--- src/rtl/entry_pkg.sv ---
// -----------------------------------------------------------------------------
// entry_pkg
// Shared definitions for the operand entry sequencer: FSM state encoding,
// button index assignments and the switch field holding the opcode.
// -----------------------------------------------------------------------------
package entry_pkg;

   // Encodings are visible on the board LEDs, so they are fixed explicitly.
   typedef enum logic [1:0] {
      GET_A   = 2'd0,
      GET_B   = 2'd1,
      GET_OP  = 2'd2,
      PRESENT = 2'd3
   } entry_state_e;

   // Positions of the keys within the buttons bus.
   localparam int ENTER_IDX = 0;
   localparam int CLEAR_IDX = 1;

   // Switch field carrying the operation select.
   localparam int OP_MSB = 9;
   localparam int OP_LSB = 8;

endpackage : entry_pkg

--- src/rtl/button_debounce.sv ---
// -----------------------------------------------------------------------------
// button_debounce
// Synchronizes one raw, active-low board key and filters contact bounce. The
// debounced level follows the synchronized input only after it has disagreed
// for DEBOUNCE_CYCLES consecutive cycles; a press pulse marks each accepted
// released->pressed transition.
//
// Ports:
//   clock    in   system clock, rising edge
//   reset_n  in   synchronous active-low reset
//   raw      in   raw key level, asynchronous, 0 = pressed
//   level    out  debounced key level, 1 = released
//   press    out  one-cycle pulse on the debounced 1->0 transition
// -----------------------------------------------------------------------------
module button_debounce #(
   parameter int DEBOUNCE_CYCLES = 500000
) (
   input  logic clock,
   input  logic reset_n,
   input  logic raw,
   output logic level,
   output logic press
);

   localparam int CNT_W = $clog2(DEBOUNCE_CYCLES + 1);
   // The flip happens on the edge that would take the count to DEBOUNCE_CYCLES,
   // so the level has then been contradicted for exactly DEBOUNCE_CYCLES cycles.
   localparam logic [CNT_W-1:0] CNT_LAST = CNT_W'(DEBOUNCE_CYCLES - 1);

   logic             sync1_q, sync1_d;
   logic             sync2_q, sync2_d;
   logic             level_q, level_d;
   logic             press_q, press_d;
   logic [CNT_W-1:0] count_q, count_d;

   always_comb begin
      // NOTE: every signal gets a default first so no path leaves it unassigned,
      // which would otherwise infer a latch.
      sync1_d = raw;
      sync2_d = sync1_q;
      level_d = level_q;
      press_d = 1'b0;
      count_d = '0;   // any agreement with the current level restarts the count

      if (sync2_q != level_q) begin
         if (count_q == CNT_LAST) begin
            level_d = sync2_q;
            press_d = ~sync2_q;   // only the move to pressed is an event
         end else begin
            count_d = count_q + 1'b1;
         end
      end
   end

   always_ff @(posedge clock) begin
      // NOTE: non-blocking assignments so every flop samples pre-edge values,
      // independent of statement order.
      if (!reset_n) begin
         // Synchronizer and level start as "released" so leaving reset with a
         // key already held still needs a full debounce interval.
         sync1_q <= 1'b1;
         sync2_q <= 1'b1;
         level_q <= 1'b1;
         press_q <= 1'b0;
         count_q <= '0;
      end else begin
         sync1_q <= sync1_d;
         sync2_q <= sync2_d;
         level_q <= level_d;
         press_q <= press_d;
         count_q <= count_d;
      end
   end

   assign level = level_q;
   assign press = press_q;

endmodule : button_debounce

--- src/rtl/operand_entry.sv ---
// -----------------------------------------------------------------------------
// operand_entry
// Input sequencer for the ALU datapath. ENTER walks through capturing operand
// A, operand B and the opcode/unit select from the slide switches; the finished
// command is then offered to the datapath with a valid/ready handshake. CLEAR
// aborts back to operand A entry without disturbing the captured values.
//
// Ports:
//   clock     in   system clock, rising edge
//   reset_n   in   synchronous active-low reset
//   buttons   in   raw keys, active-low: [0]=ENTER, [1]=CLEAR
//   switches  in   raw slide switches, sampled on ENTER
//   num_a     out  captured operand A
//   num_b     out  captured operand B
//   op_sel    out  captured operation, switches[9:8]
//   unit_sel  out  captured result-mux select, switches[1:0]
//   valid     out  command complete and stable
//   ready     in   consumer accepts when valid && ready
//   state     out  current FSM state for LED display
// -----------------------------------------------------------------------------
module operand_entry #(
   parameter int DEBOUNCE_CYCLES = 500000,
   parameter int WIDTH           = 8
) (
   input  logic             clock,
   input  logic             reset_n,
   input  logic [1:0]       buttons,
   input  logic [9:0]       switches,
   output logic [WIDTH-1:0] num_a,
   output logic [WIDTH-1:0] num_b,
   output logic [1:0]       op_sel,
   output logic [1:0]       unit_sel,
   output logic             valid,
   input  logic             ready,
   output logic [1:0]       state
);

   import entry_pkg::*;

   logic [1:0] btn_level;
   logic [1:0] btn_press;

   button_debounce #(
      .DEBOUNCE_CYCLES(DEBOUNCE_CYCLES)
   ) u_enter_db (
      .clock   (clock),
      .reset_n (reset_n),
      .raw     (buttons[ENTER_IDX]),
      .level   (btn_level[ENTER_IDX]),
      .press   (btn_press[ENTER_IDX])
   );

   button_debounce #(
      .DEBOUNCE_CYCLES(DEBOUNCE_CYCLES)
   ) u_clear_db (
      .clock   (clock),
      .reset_n (reset_n),
      .raw     (buttons[CLEAR_IDX]),
      .level   (btn_level[CLEAR_IDX]),
      .press   (btn_press[CLEAR_IDX])
   );

   // A press pulse is always accompanied by a pressed level on the same cycle;
   // qualifying with the level keeps the events tied to the debounced state.
   logic enter_evt;
   logic clear_evt;
   assign enter_evt = btn_press[ENTER_IDX] & ~btn_level[ENTER_IDX];
   assign clear_evt = btn_press[CLEAR_IDX] & ~btn_level[CLEAR_IDX];

   // Switches are only read at capture time, but still pass through two flops
   // so a capture never sees a metastable bit.
   logic [9:0] sw_sync1_q, sw_sync1_d;
   logic [9:0] sw_sync2_q, sw_sync2_d;

   entry_state_e     state_q,    state_d;
   logic [WIDTH-1:0] num_a_q,    num_a_d;
   logic [WIDTH-1:0] num_b_q,    num_b_d;
   logic [1:0]       op_sel_q,   op_sel_d;
   logic [1:0]       unit_sel_q, unit_sel_d;
   logic             valid_q,    valid_d;

   always_comb begin
      sw_sync1_d = switches;
      sw_sync2_d = sw_sync1_q;
      state_d    = state_q;
      num_a_d    = num_a_q;
      num_b_d    = num_b_q;
      op_sel_d   = op_sel_q;
      unit_sel_d = unit_sel_q;

      // CLEAR takes priority over ENTER so a simultaneous press captures nothing.
      if (clear_evt) begin
         state_d = GET_A;
      end else begin
         unique case (state_q)
            GET_A: begin
               if (enter_evt) begin
                  num_a_d = sw_sync2_q[WIDTH-1:0];
                  state_d = GET_B;
               end
            end
            GET_B: begin
               if (enter_evt) begin
                  num_b_d = sw_sync2_q[WIDTH-1:0];
                  state_d = GET_OP;
               end
            end
            GET_OP: begin
               if (enter_evt) begin
                  op_sel_d   = sw_sync2_q[OP_MSB:OP_LSB];
                  unit_sel_d = sw_sync2_q[1:0];
                  state_d    = PRESENT;
               end
            end
            PRESENT: begin
               // ENTER is deliberately ignored here; only the handshake leaves.
               if (valid_q && ready) begin
                  state_d = GET_A;
               end
            end
            default: state_d = GET_A;
         endcase
      end

      // Registered valid tracks the next state, so it rises the cycle after the
      // final capture and falls the cycle after the accepting edge.
      valid_d = (state_d == PRESENT);
   end

   always_ff @(posedge clock) begin
      if (!reset_n) begin
         sw_sync1_q <= '0;
         sw_sync2_q <= '0;
         state_q    <= GET_A;
         num_a_q    <= '0;
         num_b_q    <= '0;
         op_sel_q   <= '0;
         unit_sel_q <= '0;
         valid_q    <= 1'b0;
      end else begin
         sw_sync1_q <= sw_sync1_d;
         sw_sync2_q <= sw_sync2_d;
         state_q    <= state_d;
         num_a_q    <= num_a_d;
         num_b_q    <= num_b_d;
         op_sel_q   <= op_sel_d;
         unit_sel_q <= unit_sel_d;
         valid_q    <= valid_d;
      end
   end

   assign num_a    = num_a_q;
   assign num_b    = num_b_q;
   assign op_sel   = op_sel_q;
   assign unit_sel = unit_sel_q;
   assign valid    = valid_q;
   assign state    = state_q;

endmodule : operand_entry
--- config.mk ---
export PLATFORM = sky130hd
export DESIGN_NAME = operand_entry
export DESIGN_NICKNAME = d
export VERILOG_FILES = /design/src/rtl/entry_pkg.sv /design/src/rtl/button_debounce.sv /design/src/rtl/operand_entry.sv
export SDC_FILE = /design/constraint.sdc
export NUM_CORES = 1
export LEC_CHECK = 0
export CAP_MARGIN = 20
export CORE_MARGIN = 2
export CORE_UTILIZATION = 50
export DETAILED_ROUTE_END_ITERATION = 10
export PLACE_DENSITY = 0.75
export SYNTH_ARGS = -nofsm -noshare
export SYNTH_HDL_FRONTEND = slang
export SYNTH_HIERARCHICAL = 1
export SYNTH_SLANG_ARGS = --single-unit
--- constraint.sdc ---
create_clock -name clock -period 1.5 [get_ports clock]
set_clock_uncertainty 0.15 [all_clocks]
set_input_delay 0.3 -clock clock [delete_from_list [all_inputs] [get_ports clock]]
set_output_delay 0.3 -clock clock [all_outputs]
set_load 0.03 [all_outputs]
==> results.py <==
metrics = {
    "drt": {
        "routedWlPerCell_um": 15.5,
        "vias": 3045,
        "drt_iter0_drc": 162,
        "route.detailed.drc": 0,
        "drt_wl_total_mm": 9.14,
        "dr.pass1.iters": 4,
        "avgViaCountPerCell": 5.17,
        "final_antenna_net_count": 0,
    },
    "finish": {
        "multiInputGateArea_um2": 2080,
        "drive_gt1_share_pct": 43.9,
        "ff_latch_area_um2": 1840,
        "utilization_pct": 74.8,
        "fill_cells": 497,
        "nets": 502,
        "area_growth_pct": 47.2,
        "n_antenna_cell": 0,
    },
    "critical_path": {
        "crit_path_start_kind": "flip-flop",
        "crit_type": "flip-flop to flip-flop",
        "r2r_cells": 6,
        "end_kind": "flip-flop",
        "worst_ep_required_time_ns": 1.60,
        "slowest_delay_ns": 0.39,
        "cp_slowest_cell": "dfxtp_2",
        "critical_path.max_fanout": 3,
        "cp.arrival_ns": 1.73,
        "cp_cell_sequence": "buf_6 -> buf_4 -> nand3_1 -> nor4_4 -> xnor2_1 -> nor2_2",
        "rr_startpoint": "u_enter_db/count_q[5]",
        "startpoint": "u_enter_db/count_q[5]",
    },
    "hold_path": {
        "hold_class": "input pin to flip-flop",
        "worstHoldStart": "reset_n",
        "hold_path_depth": 2,
    },
    "clock_tree": {
        "cts_tree": "done",
        "cts_buffer_depth": 2,
        "clk_pin_slew_ns": 0.10,
        "clock_latency_ns": 0.35,
        "cts_num_sinks": 89,
        "clockRootBuffer": "clkbuf_8",
        "cts_buffers": 9,
        "cts.htree.levels": 3,
    },
    "synthesis": {
        "synthesis.nets": 386,
        "syn_area_per_cell_um2": 9.83,
        "synth_edf_count": 0,
        "post-synth-top-count-cell": "dfxtp_1",
        "seq_area_frac_synth_pct": 49.1,
        "syn-instance-count": 369,
        "synthTopCellsByArea": "dfxtp_1, mux2i_1, nand2_1, xnor2_1, nor2_1",
        "async_flop_share_pct": 0,
        "ys.flop_type": "dfxtp_1",
        "syn_area_um2": 3630,
        "yosys_warnings": 6,
        "synth_largest_area_cell": "dfxtp_1",
        "synth_cell_types": 42,
        "synthTopCellsByCount": "dfxtp_1, nand2_1, nor2_1",
        "synth_seq_cells": 89,
        "synth_top_area_share_pct": 49.1,
    },
    "place": {
        "pre_cts_slack_ns": -0.0487,
        "numPortBuffers": 37,
        "dp_hpwl_mm": 5.45,
        "gp_congestion": 0.878,
    },
    "sta": {
        "final_max_slew_viol_count": 0,
        "finalSetupViolCount": 34,
        "hold_violations": 0,
        "fin_crit_ns": 1.63,
        "fmax_mhz": 612,
        "grt_setup_unrepaired": "yes",
        "setup_ws_ns": -0.133,
        "worst_pin_slew_ns": 0.345,
        "slew_headroom_pct": 76.8,
        "final.period_utilization_pct": 109,
    },
    "outcome": {
        "status": "complete, but fails checks",
        "violations": "setup timing",
    },
    "floorplan": {
        "io_pins": 38,
        "core_area_um2": 7140,
        "die_h_um": 89.2,
        "num_rows": 31,
        "initial_core_util_pct": 50.8,
        "die-area_um2": 7950,
        "die_x_um": 89.2,
    },
    "global_route": {
        "antenna_found_initial": 0,
        "grt_max_degree": 54,
        "track_usage_pct": 22.3,
        "grt_pass1_wl_mm": 13.4,
        "grt_pass1_vias": 2902,
        "grt-ovfl-total": 0,
    },
    "run": {
        "maxCapViolCount": 0,
    },
    "pwr": {
        "powerDensity_nw_per_um2": 797,
        "irDropWorstVdd_mv": 0.545,
        "p_leak_nw": 2.21,
    },
}
==> path summary, 6_finish.rpt <==
kind	to	slack (ns)
worst max-delay path	u_enter_db/count_q[16]	-0.13
worst min-delay path	u_clear_db/sync2_q	0.07
worst max register to register	u_enter_db/count_q[16]	-0.13
worst min register to register	u_enter_db/sync2_q	0.27
==> metrics by stage <==
step	power, mW	hold WS, ns	TNS [ns]	cells	cell area, um^2
final	4.25	0.0673	-1.59	589	5340
after CTS	4.27	0.0467	-0.831	582	5110
after floorplan	2.51	0.222	0	369	3790
after global placement	2.57	0.239	-0.503	562	4730
after global routing	4.42	0.0528	-3.81	589	5340
after detailed placement	2.58	0.244	-1.29	562	4730
==> sequential cells by signal (all words and copies together) (netlist names), 2 cells and up <==
register            cells
unit_sel                2
sw_sync2_q             10
u_clear_db/count_q     19
u_enter_db/count_q     19
num_b                   8
op_sel                  2
num_a                   8
state                   2
sw_sync1_q             10
==> cells by family after synthesis <==
kind of cell	Yosys count	share of synthesized area, %
and+or+nand+nor	189	31.0
adders and majority gates	2	0.690
AOI/OAI and AO/OA	16	2.90
muxes	20	5.52
buffers and inverters	23	3.49
DFF	89	49.1
xor gates and xnor gates	30	7.25
==> layout by cell type, fill, tap and decap left out, drive strengths merged, types with 3 or more instances in the layout <==
| master | n |
|---|---|
| nand2b | 5 |
| o21ai | 4 |
| xnor2 | 20 |
| and4bb | 3 |
| xor2 | 10 |
| clkbuf | 11 |
| and2 | 20 |
| nor4 | 14 |
| inv | 13 |
| mux2i | 20 |
| buf | 92 |
| nor2 | 41 |
| nand4 | 14 |
| nor3 | 7 |
| nand3 | 18 |
| clkdlybuf4s15 | 10 |
| nand2 | 49 |
| a21oi | 7 |
| clkdlybuf4s50 | 13 |
| dfxtp | 89 |
| and4 | 4 |
==> worst max-delay path, delay by kind of cell (launching register included) <==
family / cells / cell delay [ns]
simple gates: 3 / 0.55
xor+xnor: 1 / 0.20
buf+inv: 2 / 0.24
flops: 1 / 0.39
==> what timing repair did <==
item	in CTS	in global routing
endpoints found under the setup margin	56	56
hold buffers	0	0
pin swaps	13	22
endpoints found under the hold margin	0	0
gates cloned	0	2
resized for setup	87	71
setup buffers	4	5
==> metal layers <==
layer  routed length, um  track usage [%]  vias up
li1                    -                -     1494
met5                   0                0        -
met2                4700             36.4       74
met3                 391             6.19       21
met4                 223             9.91        0
met1                3820             27.4     1456
==> cell type report <==
| class | instances | share of cell area (%) |
|---|---|---|
| Timing Repair Buffer | 118 | 19.6 |
| Inverter | 10 | 0.703 |
| Clock buffer | 9 | 2.32 |
| Tap cell | 99 | 2.32 |
| Multi-Input combinational cell | 257 | 38.9 |
| Clock inverter | 7 | 1.64 |
| Sequential cell | 89 | 34.5 |
==> power by group <==
group | internal [mW] | leakage (nW) | switching, mW
clock network | 0.807 | 0.101 | 0.927
registers | 2.37 | 0.740 | 0.0110
logic | 0.0731 | 1.36 | 0.0604
No activity file was read; power rests on OpenSTA's default activity.
